<file path="src/rtl/ram_stream_reader.sv">
// ram_stream_reader: walks a contiguous address range of a RAM read port
// and presents the words as a valid/ready stream with one output register.
//
// Handshake: a beat transfers on a rising edge where out_valid=1 and
// out_ready=1. While out_valid=1 and out_ready=0, out_data, out_valid and
// out_last hold. out_valid is purely registered and never looks at
// out_ready.
module ram_stream_reader #(
  parameter int DATA_BITWIDTH = 8,
  parameter int ADDR_BITWIDTH = 8
) (
  input  logic                     clk,
  input  logic                     rst,
  input  logic                     start,
  input  logic [ADDR_BITWIDTH-1:0] base_addr,
  input  logic [ADDR_BITWIDTH:0]   length,
  output logic                     busy,
  output logic                     done,
  output logic [ADDR_BITWIDTH-1:0] addr_rd,
  input  logic [DATA_BITWIDTH-1:0] data_rd,
  output logic [DATA_BITWIDTH-1:0] out_data,
  output logic                     out_valid,
  input  logic                     out_ready,
  output logic                     out_last,
  output logic [1:0]               dbg_state_o
);

  localparam logic [1:0] S_IDLE  = 2'd0;
  localparam logic [1:0] S_FETCH = 2'd1;
  localparam logic [1:0] S_FLUSH = 2'd2;
  localparam logic [1:0] S_DONE  = 2'd3;

  localparam logic [ADDR_BITWIDTH:0]   REM_ONE  = 1;
  localparam logic [ADDR_BITWIDTH:0]   REM_ZERO = '0;
  localparam logic [ADDR_BITWIDTH-1:0] ADDR_ONE = 1;

  logic [1:0]               state_q, state_d;
  logic [ADDR_BITWIDTH-1:0] addr_q,  addr_d;
  logic [ADDR_BITWIDTH:0]   rem_q,   rem_d;
  logic [DATA_BITWIDTH-1:0] data_q,  data_d;
  logic                     valid_q, valid_d;
  logic                     last_q,  last_d;
  logic                     load;

  // The output register may take a new word when it is empty or being drained.
  assign load = !valid_q || out_ready;

  // Next-state logic: sequencing of address, word count and output register.
  always_comb begin
    state_d = state_q;
    addr_d  = addr_q;
    rem_d   = rem_q;
    data_d  = data_q;
    valid_d = valid_q;
    last_d  = last_q;
    case (state_q)
      S_IDLE: begin
        if (start) begin
          if (length != REM_ZERO) begin
            addr_d  = base_addr;
            rem_d   = length;
            state_d = S_FETCH;
          end else begin
            state_d = S_DONE;
          end
        end
      end
      S_FETCH: begin
        if (load) begin
          // The RAM word is sampled here, so writes up to this cycle are seen.
          data_d  = data_rd;
          valid_d = 1'b1;
          last_d  = (rem_q == REM_ONE);
          rem_d   = rem_q - REM_ONE;
          addr_d  = addr_q + ADDR_ONE;
          if (rem_q == REM_ONE) begin
            state_d = S_FLUSH;
          end
        end
      end
      S_FLUSH: begin
        if (valid_q && out_ready) begin
          valid_d = 1'b0;
          last_d  = 1'b0;
          state_d = S_DONE;
        end
      end
      S_DONE: begin
        state_d = S_IDLE;
      end
      default: begin
        state_d = S_IDLE;
      end
    endcase
  end

  // State registers with synchronous reset that drops any beat in flight.
  always_ff @(posedge clk) begin
    if (rst) begin
      state_q <= S_IDLE;
      addr_q  <= '0;
      rem_q   <= '0;
      data_q  <= '0;
      valid_q <= 1'b0;
      last_q  <= 1'b0;
    end else begin
      state_q <= state_d;
      addr_q  <= addr_d;
      rem_q   <= rem_d;
      data_q  <= data_d;
      valid_q <= valid_d;
      last_q  <= last_d;
    end
  end

  assign busy        = (state_q != S_IDLE);
  assign done        = (state_q == S_DONE);
  assign addr_rd     = addr_q;
  assign out_data    = data_q;
  assign out_valid   = valid_q;
  assign out_last    = last_q;
  assign dbg_state_o = state_q;

endmodule
</file>
<file path="config.mk">
export PLATFORM = sky130hd
export DESIGN_NAME = ram_stream_reader
export DESIGN_NICKNAME = d
export VERILOG_FILES = /design/src/rtl/ram_stream_reader.sv
export SDC_FILE = /design/constraint.sdc
export NUM_CORES = 1
export LEC_CHECK = 0
export BUFFER_PORTS_ARGS = -buffer_cell sky130_fd_sc_hd__buf_2
export CAP_MARGIN = 0
export CORE_MARGIN = 2
export CORE_UTILIZATION = 45
export DETAILED_ROUTE_END_ITERATION = 12
export GPL_ROUTABILITY_DRIVEN = 0
export PLACE_DENSITY = 0.74
export SLEW_MARGIN = 20
export SYNTH_ARGS = -nofsm -noshare
export SYNTH_HDL_FRONTEND = slang
export SYNTH_SLANG_ARGS = --single-unit
export TNS_END_PERCENT = 20
</file>
<file path="constraint.sdc">
create_clock -name clk -period 1.78 [get_ports clk]
set_input_delay 0.089 -clock clk [delete_from_list [all_inputs] [get_ports clk]]
set_output_delay 0.089 -clock clk [all_outputs]
set_load 0.02 [all_outputs]
</file>
### Yosys cells after proc, flatten, opt, wreduce, memory -nomap -nowiden

Cells that the tools add are included.

| storage, ports and cells | value |
|---|---|
| memory bits (read-only) | 0 |
| latch bits | 0 |
| memories kept | 0 |
| bits in writable memories | 0 |
| bits in registers | 29 |
| bits of input ports | 29 |

| cells by class | value |
|---|---|
| equality and inequality tests | 9 |
| shift operators | 0 |
| bitwise logic cells | 0 |
| order comparisons | 0 |
| $add $sub $neg | 2 |
| reductions and logical operators | 12 |
| $mul | 0 |
| multiplexer cells | 19 |
| div/mod/pow operators | 0 |

Operators with widths:

| cell | number |
|---|---|
| $mux 9 | 3 |
| $mux 8 | 3 |
| $pmux 9 s2 | 1 |
| $pmux 8 s2 | 1 |
| $mux 2 | 5 |
| $ne 2x2->1 const B | 5 |
| $eq 9x1->1 const B | 1 |
| $reduce_bool 9->1 | 1 |
| $sub 9x1->9 const B | 1 |
| $add 8x1->8 const B | 1 |
| $pmux 2 s4 | 1 |
| $reduce_and 4->1 | 2 |
| $reduce_bool 2->1 | 3 |
| $eq 2x2->1 const B | 2 |
| $pmux 1 s2 | 2 |
| $mux 1 | 3 |
| $reduce_and 3->1 | 1 |
| $eq 2x1->1 const B | 1 |
| $logic_not 2->1 | 1 |
| $reduce_and 2->1 | 1 |
| $logic_and 1x1->1 | 1 |
| $logic_not 1->1 | 1 |
| $logic_or 1x1->1 | 1 |

### Logic depth before layout (Yosys ltp)

Gate-level depths: netlist of the first run.

| logic depth | value |
|---|---|
| depth in word-level cells | 4 |
| depth in mapped cells | 9 |
| depth with buffers taken out | 6 |

### Worst setup path before layout of the first run

OpenSTA, ideal clock, no wires.

| path | value |
|---|---|
| path type | register to register |
| from | register state_q[1], in the netlist dbg_state_o[1] |
| to | register rem_q[4] |
| buffers on the path | 3 |
| data arrival time | 1931 ps |
| data required time | 1664 ps |
| stages on the path, launching flop included | 9 |
| clock period less this slack | 2047 ps |
| setup slack | -267 ps |
| cell sequence | dfxtp_1 -> inv_1 -> ha_1 -> buf_2 -> inv_1 -> clkbuf_1 -> clkbuf_1 -> o21ai_0 -> a31o_2 |

| on the way | value |
|---|---|
| longest elaborated chain between the ends | 3 |

RTL lines:

| element | RTL line | RTL |
|---|---|---|
| start, declared | 37 | `logic [1:0] state_q, state_d;` |
| start signal, assigned | 107 | `state_q <= state_d;` |
| $eq 2x1->1 / $logic_not 2->1 (equally long branches) | 56 | `case (state_q)` |
| $ne 2x2->1 (no source line) / $reduce_bool 2->1 (equally long branches) | - |  |
| $reduce_and 4->1 (no source line) | - |  |
| end signal, assigned | 109 | `rem_q <= rem_d;` |
| end, declared | 39 | `logic [ADDR_BITWIDTH:0] rem_q, rem_d;` |

Parallel ways exist; a longest one is shown, timed or not.
A chain may end at the register's enable or synchronous reset.

### Worst setup path after layout of the first run

| path | value |
|---|---|
| from | register state_q[1], in the netlist dbg_state_o[1] |
| to | register rem_q[0] |

The elaborated chain is that of the path after synthesis.

==> out/qor.yml, run 1 <==
power_density_nw_per_um2: 1940
fp.coreArea_um2: 3690
count_of_nets_after_finishing: 298
synth_area_leader_cell: "dfxtp_1"
grt-ovfl-total: 0
ys_types: 48
crit_chain: "inv_1 -> ha_2 -> nor2b_4 -> nor2_4 -> and2_1 -> buf_12 -> a221oi_1"
slew_violations: 0
grt_first_pass_wirelength_mm: 7.50
post-route-min-period_ps: 1750
synthMostInstantiatedCell: "dfxtp_1"
wire_per_inst_um: 15.3
grt_start_max_net_pins: 19
start_util_pct: 47.3
clk_latency_ps: 280
report.final.setup_viol: 0
yosysSeqAreaShare_pct: 33.3
wirelength_mm: 4.73
cts-root-to-sink-buffers: 2
finalNonFillerCells: 309
antenna-diode-count: 0
cp-end-kind: "register"
synth_area_um2: 1740
groute.layer.met3.usage_pct: 5.28
reg2reg_to: "rem_q[0]"
tritoncts_clock_tree: "yes"
cell_depth_of_the_worst_min_delay_path: 3
vdd_ir_drop_max_v: 0.000861
drt_iter0_drc: 140
fraction_of_final_layout_cells_sized_beyond_drive_strength_1_pct: 36.4
drc_errors: 0
cp.buffers_inverters: 2
power.static_leakage_nw: 1.04
met2_usage_pct: 36.3
track_usage_pct: 22.5
initial_antenna_violation_count: 0
worst-path-max-fanout: 17
r2r_path_start: "dbg_state_o[1]"
cp.required_ps: 1960
synthesis.instances: 204
synth_flop_cell: "dfxtp_1"
clock_sink_count: 29
dp_hpwl_mm: 3.30
synth.top_cell.area_share_pct: 33.3
clkSlewWorstSetupHoldPaths_ps: 60
floorplan.die.width_um: 66.3
final.setup_skew_ps: 3.84
timing.max_slew.rel_slack_pct: 64.3
io_buffers: 50
number_of_hold_violations_in_the_final_report: 0
crit_slowest_cell: "dfxtp_4"
rows: 22
synth-seq-cells: 29
number_of_enable_flip_flop_cells_after_synthesis: 0
postCtsSetupBuffers: 0
synthToLayoutAreaGrowth_pct: 31.9
vias: 1798
placed_cells_incl_taps: 302
reg2reg_depth: 7
final_min_period_over_clock_period_pct: 98.2
top_area_cells_in_the_synthesized_netlist: "dfxtp_1, ha_1, mux2i_1, a311oi_1, nand2_1"
grt_use_met1_pct: 29.3
worstSetupStartpointType: "register"
h_tree_levels: 2
r2r_setup_slack_ps: 30
grt_pass1_vias: 1604
grt_setup_unrepaired: "yes"
synth_async_reset_ratio_pct: 0
post_synth.cell_area_avg_um2: 8.55
min_delay_worst_endpoint: "out_data[1]"
kind_of_cell_with_the_highest_combined_delay_on_the_critical_path: "simple AND/OR/NAND/NOR gates"
timing.max_cap.violations: 0
die_y_um: 66.3
num_cts_buffers: 5
max_slew.worst_pin.slew_ps: 530
startpoint_of_the_tightest_hold_check_path: "data_rd[1]"
yosysWarningCount: 0
detail_route.vias_per_cell: 5.82
syn_nets: 241
dpl_ws_ps: -5.73
postLayoutSetupSlackWorst_ps: 32.8
top_level_ports: 51
die-area_um2: 4390
clockRootBuffer: "clkbuf_8"
hold_class: "in2reg"
postRouteAntennaNets: 0
yosys-top-cells-count: "dfxtp_1, nand2_1, nor2_1"
critical_path_class: "reg2reg"
timing.critical_path.slowest_cell_delay_ps: 360
global_route.peak_usage_layer: "met2"
worst_ep_arrival_time_ps: 1930
clock.fmax_mhz: 572
outcome: "complete, no violations"
fillCellCount: 328
drtPass1Iterations: 4
routing by layer:
metal | wire length (um) | up-vias
met5 | 0 | -
met4 | 54 | 0
met3 | 327 | 7
met2 | 2280 | 68
met1 | 2070 | 843
li1 | - | 880
worst max path at each step:
stage                           to      startpoint  slack [ps]  cells after the start
CTS                       rem_q[6]        rem_q[0]           4                      6
detailed placement        rem_q[6]        rem_q[0]          -6                      6
floorplan               addr_rd[1]  dbg_state_o[1]          -4                      9
finish                    rem_q[0]  dbg_state_o[1]          30                      7
global route              rem_q[6]        rem_q[0]         -30                      6
global placement    dbg_state_o[1]  dbg_state_o[0]          50                      6
registers in the layout, indices dropped and copies added, names as in the netlist:
name	cells
addr_rd	8
dbg_state_o	2
out_data	8
out_last	1
out_valid	1
rem_q	9
worst min-delay path, cell delays in order:
cell	delay [ps]
buf_2	70
mux2i_1	50
nor2_1	70
stage by stage:
stage	util, %	hold slack (ps)	total power (W)	TNS [ps]	cell area (um2)
2_1_floorplan	-	233	0.00289	-10.7	1760
3_3_place_gp	58.5	315	0.00372	0	2160
3_5_place_dp	58.5	331	0.00375	-5.73	2160
4_1_cts	60.9	37.0	0.00432	0	2250
5_1_grt	62.3	49.6	0.00480	-60.4	2300
6_report	62.3	38.1	0.00447	0	2300
cells in the final DEF, fill, tap and decap left out, types with 4 or more instances in the layout:
cell      count
a21oi_1      13
a311oi_1      8
a32o_1        6
buf_12        4
buf_2        50
buf_4        10
clkbuf_8      6
dfxtp_1      27
ha_1          5
inv_1        11
mux2i_1      10
nand2_1      18
nand3_1       8
nor2_1       15
o21ai_0       7
timing repair:
item / in CTS / in global routing
gates cloned: 0 / 0
pin swaps: 0 / 1
hold buffers: 0 / 0
endpoints found under the setup margin: 1 / 17
gates resized for setup: 1 / 11
cells by family after synthesis:
| group | after synthesis | share of synthesized area [%] |
|---|---|---|
| and+or+nand+nor | 67 | 20.5 |
| buffers and inverters | 27 | 6.60 |
| DFF | 29 | 33.3 |
| AOI/OAI and AO/OA | 63 | 28.1 |
| adders and majority gates | 8 | 5.74 |
| muxes | 10 | 5.74 |
area by class of cell:
cell class                      count  area (um2)  share of cell area (%)
Inverter                           13        48.8                    2.12
Multi-Input combinational cell    148        1110                    48.4
Tap cell                           48        60.1                    2.61
Clock buffer                        7        86.3                    3.75
Timing Repair Buffer               64         405                    17.6
Sequential cell                    29         586                    25.5
where the power goes:
part	switching [W]	leakage (nW)	internal [W]	total (W)
Clock	0.000253	0.0443	0.000306	0.000559
Combinational	0.00153	0.755	0.00124	0.00277
Sequential	0.000245	0.239	0.000895	0.00114
No activity file was read; power rests on OpenSTA's default activity.
==> inputs of run 2 (changes only) <==
clock period = 1.48 ns   (was 1.78 ns; I/O delays follow)
==> out/qor.yml, run 2 (synthesis gave the netlist of run 1 again) <==
power_share_of_the_clock_group_pct: 12.4
count_of_nets_after_finishing: 334
fp.coreArea_um2: 3690
synthToLayoutAreaGrowth_pct: 56.5
number_of_hold_violations_in_the_final_report: 0
drtPass1Iterations: 4
top_level_ports: 51
final_common_cell: "buf_2"
start_util_pct: 47.3
clockRootBuffer: "clkbuf_8"
total_power_w: 0.00671
comb_power_share_pct: 67.0
power.static_leakage_nw: 1.24
fillCellCount: 261
die-area_um2: 4390
final_min_period_over_clock_period_pct: 109
worst-path-max-fanout: 2
power_frac_seq_pct: 20.5
antenna-diode-count: 0
grt_start_max_net_pins: 24
clkSlewWorstSetupHoldPaths_ps: 70
postRouteAntennaNets: 0
vias: 1986
detail_route.vias_per_cell: 5.74
worstSetupStartpointType: "register"
rows: 22
wire_per_inst_um: 15.4
clk_latency_ps: 290
clock_sink_count: 29
power_density_nw_per_um2: 2460
area_used_by_multi_input_combinational_logic_um2: 1240
dp_hpwl_mm: 3.41
fin_tns_setup_ps: -1840
postLayoutSetupSlackWorst_ps: -134
cellInternalPower_w: 0.00382
tritoncts_clock_tree: "yes"
max_slew.worst_pin.slew_ps: 475
netSwitchingPower_w: 0.00289
drt_iter0_drc: 147
drc_errors: 0
worst_ep_arrival_time_ps: 1850
layout.area.seq_um2: 593
vdd_ir_drop_max_v: 0.00124
finalNonFillerCells: 346
track_usage_pct: 24.1
fraction_of_final_layout_cells_sized_beyond_drive_strength_1_pct: 52.3
initial_antenna_violation_count: 0
timing.max_slew.rel_slack_pct: 68.3
grt_pass1_vias: 1818
largest_register_ffs: 9
grt-ovfl-total: 0
outcome: "complete, but fails checks"
io_buffers: 50
placed_cells_incl_taps: 328
cp.required_ps: 1710
dpl_ws_ps: -247
layout_common_cells: "buf_2, buf_4, dfxtp_1"
hold_class: "in2reg"
grt_setup_unrepaired: "yes"
clock.fmax_mhz: 620
failed_checks: "negative setup slack"
die_y_um: 66.3
report.final.setup_viol: 20
h_tree_levels: 2
slew_violations: 0
cts-root-to-sink-buffers: 2
switching_share_pct: 43.1
num_cts_buffers: 5
top_register: "rem_q"
post-route-min-period_ps: 1610
critical_path_class: "reg2reg"
floorplan.die.width_um: 66.3
timing.max_cap.violations: 0
wirelength_mm: 5.32
final.setup_skew_ps: 7.16
cp-end-kind: "register"
grt_first_pass_wirelength_mm: 8.05
[run 2: cell count changes in the layout (fill, tap and decap cells not counted), sizes merged]
cell and delta:
clkinvlp +2, inv -1, clkbuf -2, clkinv +1, buf +36, bufinv +1
[run 2: path summary, 6_finish.rpt]
path,startpoint,endpoint,slack [ps],cells past startpoint
worst max register to register,rem_q[1],out_last,-130,5
worst max-delay path,rem_q[1],out_last,-130,5
worst min-delay path,data_rd[5],out_data[5],8,3
worst min register to register,out_data[5],out_data[5],490,2
[run 2: repair_timing]
action,in CTS,in global routing
buffers inserted,5,4
gates resized for setup,26,22
pin swaps,14,15
endpoints found under the setup margin,20,26
cloned,0,1
hold buffers,0,0
[run 2: area by class of cell]
type | count | area share (%)
flip-flops and latches | 29 | 21.7
multi-input cells | 148 | 45.5
well taps | 48 | 2.20
clock inverters | 3 | 1.70
inverters | 13 | 2.20
repair buffers | 100 | 24.2
clock buffers | 5 | 2.52
[run 2: through the flow]
| stage | util (%) | instance area (um2) | hold WS (ps) |
|---|---|---|---|
| 2_1_floorplan | - | 1830 | 218 |
| 3_3_place_gp | 63.7 | 2350 | 304 |
| 3_5_place_dp | 63.7 | 2350 | 312 |
| 4_1_cts | 70.4 | 2600 | 4.61 |
| 5_1_grt | 74.0 | 2730 | 25.6 |
| 6_report | 74.0 | 2730 | 7.84 |
[run 2: critical path, stage by stage (launching register included)]
cell     delay (ps)
dfxtp_2         340
inv_4            70
ha_4            120
or4b_4          480
or4_4           440
a21oi_2         120
[run 2: power by group through the flow]
stage               clock (W)  combinational (W)  sequential [W]
floorplan                   0            0.00213         0.00155
global placement            0            0.00356         0.00133
detailed placement          0            0.00360         0.00134
CTS                  0.000852            0.00401         0.00135
global route         0.000888            0.00482         0.00142
finish               0.000834            0.00450         0.00138
[run 2: routing by layer]
| layer | vias to the layer above | GRT usage, % | share of wire [%] |
|---|---|---|---|
| met4 | 0 | 7.91 | 1.4 |
| li1 | 954 | - | - |
| met2 | 70 | 40.4 | 50 |
| met5 | - | 0 | 0 |
| met1 | 955 | 29.7 | 42 |
| met3 | 7 | 6.81 | 6.4 |
==> inputs of run 3 (changes only) <==
CELL_PAD_IN_SITES_DETAIL_PLACEMENT = 0   (was unset)
CELL_PAD_IN_SITES_GLOBAL_PLACEMENT = 1   (was unset)
CORE_UTILIZATION = 34   (was 45)
PLACE_DENSITY = unset   (was 0.74)
PLACE_DENSITY_LB_ADDON = 0.1   (was unset)
SETUP_SLACK_MARGIN = 0.15   (was unset)
==> out/qor.yml, run 3 (synthesis gave the netlist of run 1 again) <==
outcome: "complete, but fails checks"
failed_checks: "negative setup slack"
area_used_by_multi_input_combinational_logic_um2: 1190
fp.coreArea_um2: 5040
drtPass1Iterations: 4
clock.fmax_mhz: 613
grt_setup_unrepaired: "yes"
worstSetupStartpointType: "register"
clk_latency_ps: 280
r2r_path_start: "dbg_state_o[1]"
top_level_ports: 51
track_usage_pct: 19.3
worst-path-max-fanout: 5
timing.critical_path.slowest_cell_delay_ps: 360
fraction_of_final_layout_cells_sized_beyond_drive_strength_1_pct: 49.2
startpoint_of_the_tightest_hold_check_path: "data_rd[4]"
final_common_cell: "buf_2"
global_route.peak_usage_layer: "met2"
crit_slowest_cell: "dfxtp_4"
count_of_nets_after_finishing: 333
vdd_ir_drop_max_v: 0.00111
wirelength_mm: 5.31
kind_of_cell_with_the_highest_combined_delay_on_the_critical_path: "simple AND/OR/NAND/NOR gates"
layout.area.seq_um2: 594
finalNonFillerCells: 367
synthToLayoutAreaGrowth_pct: 56.6
hold_class: "in2reg"
grt_use_met1_pct: 24.7
timing.max_cap.violations: 0
final.hold.worst_slack_ps: 21.5
reg2reg_depth: 8
number_of_hold_violations_in_the_final_report: 0
max_slew.worst_pin.slew_ps: 395
final.setup_skew_ps: 4.13
rows: 26
vias: 1909
placed_cells_incl_taps: 351
postRouteAntennaNets: 0
initial_antenna_violation_count: 0
io_buffers: 50
post-route-min-period_ps: 1630
clock_sink_count: 29
slew_violations: 0
clkSlewWorstSetupHoldPaths_ps: 70
wire_per_inst_um: 14.5
fillCellCount: 495
fin_tns_setup_ps: -2110
dp_hpwl_mm: 3.70
cell_depth_of_the_worst_min_delay_path: 3
power.static_leakage_nw: 1.25
power_density_nw_per_um2: 2410
final_min_period_over_clock_period_pct: 110
worst_ep_arrival_time_ps: 1810
critical_path_class: "reg2reg"
cp.buffers_inverters: 3
num_cts_buffers: 5
floorplan.die.width_um: 75.6
clockRootBuffer: "clkbuf_8"
die-area_um2: 5720
total_power_w: 0.00657
crit_chain: "inv_4 -> ha_4 -> and3b_2 -> nor2_4 -> buf_12 -> buf_6 -> nand3_2 -> a32o_1"
detail_route.vias_per_cell: 5.20
start_util_pct: 34.6
cts-root-to-sink-buffers: 2
h_tree_levels: 2
groute.layer.met3.usage_pct: 4.10
cp.required_ps: 1650
grt_first_pass_wirelength_mm: 8.39
drt_iter0_drc: 64
min_delay_worst_endpoint: "out_data[4]"
met2_usage_pct: 30.9
grt_start_max_net_pins: 29
die_y_um: 75.6
r2r_setup_slack_ps: -150
grt-ovfl-total: 0
drc_errors: 0
dpl_ws_ps: -301
antenna-diode-count: 0
tritoncts_clock_tree: "yes"
top_register: "rem_q"
largest_register_ffs: 9
postLayoutSetupSlackWorst_ps: -152
reg2reg_to: "rem_q[6]"
report.final.setup_viol: 20
grt_pass1_vias: 1835
timing.max_slew.rel_slack_pct: 73.6
layout_common_cells: "buf_2, buf_4, dfxtp_1"
cp-end-kind: "register"
## run 3: area by class of cell
| class | count | area share (%) |
|---|---|---|
| clock inverter | 3 | 1.65 |
| tap | 70 | 3.21 |
| sequential | 29 | 21.8 |
| inverter | 13 | 2.06 |
| multi-input combinational | 149 | 43.7 |
| timing repair buffer | 98 | 25.1 |
| clock buffer | 5 | 2.52 |
## run 3: worst max-delay path by stage
stage                               from        endpoint  slack [ps]  cells after the start
final                     dbg_state_o[1]        rem_q[6]        -150                      8
after global routing      dbg_state_o[1]        rem_q[3]        -200                      7
after CTS                 dbg_state_o[1]        rem_q[6]        -140                      8
after detailed placement        rem_q[1]  dbg_state_o[1]        -300                      6
after global placement    dbg_state_o[0]      addr_rd[4]        -190                      7
after floorplan           dbg_state_o[1]      addr_rd[1]        -200                      9
## run 3: tightest hold or removal path: stages
cell and delay (ps):
buf_2 70, mux2i_1 50, nor2_1 70
## run 3: what timing repair did
item / in CTS / in global routing
gates resized for setup: 29 / 6
pin swaps: 15 / 10
setup buffers: 5 / 1
setup endpoints to repair: 28 / 29
gates cloned: 1 / 1
hold buffers: 0 / 0
## run 3: per-stage QoR
stage	utilization (%)	cell area [um2]
detailed placement	47.5	2400
CTS	53.0	2670
finish	54.2	2730
floorplan	-	1830
global placement	47.5	2400
global route	54.2	2730
## run 3: power by group
group | switching [W] | internal (W) | total [W]
sequential | 0.000257 | 0.00109 | 0.00135
combinational | 0.00215 | 0.00222 | 0.00437
clock | 0.000344 | 0.000505 | 0.000849
## run 3: layer usage
layer | vias to the layer above | part of all wire (%)
met2 | 45 | 48
met5 | - | 0
met3 | 9 | 4.2
met4 | 0 | 1.8
li1 | 955 | -
met1 | 900 | 46
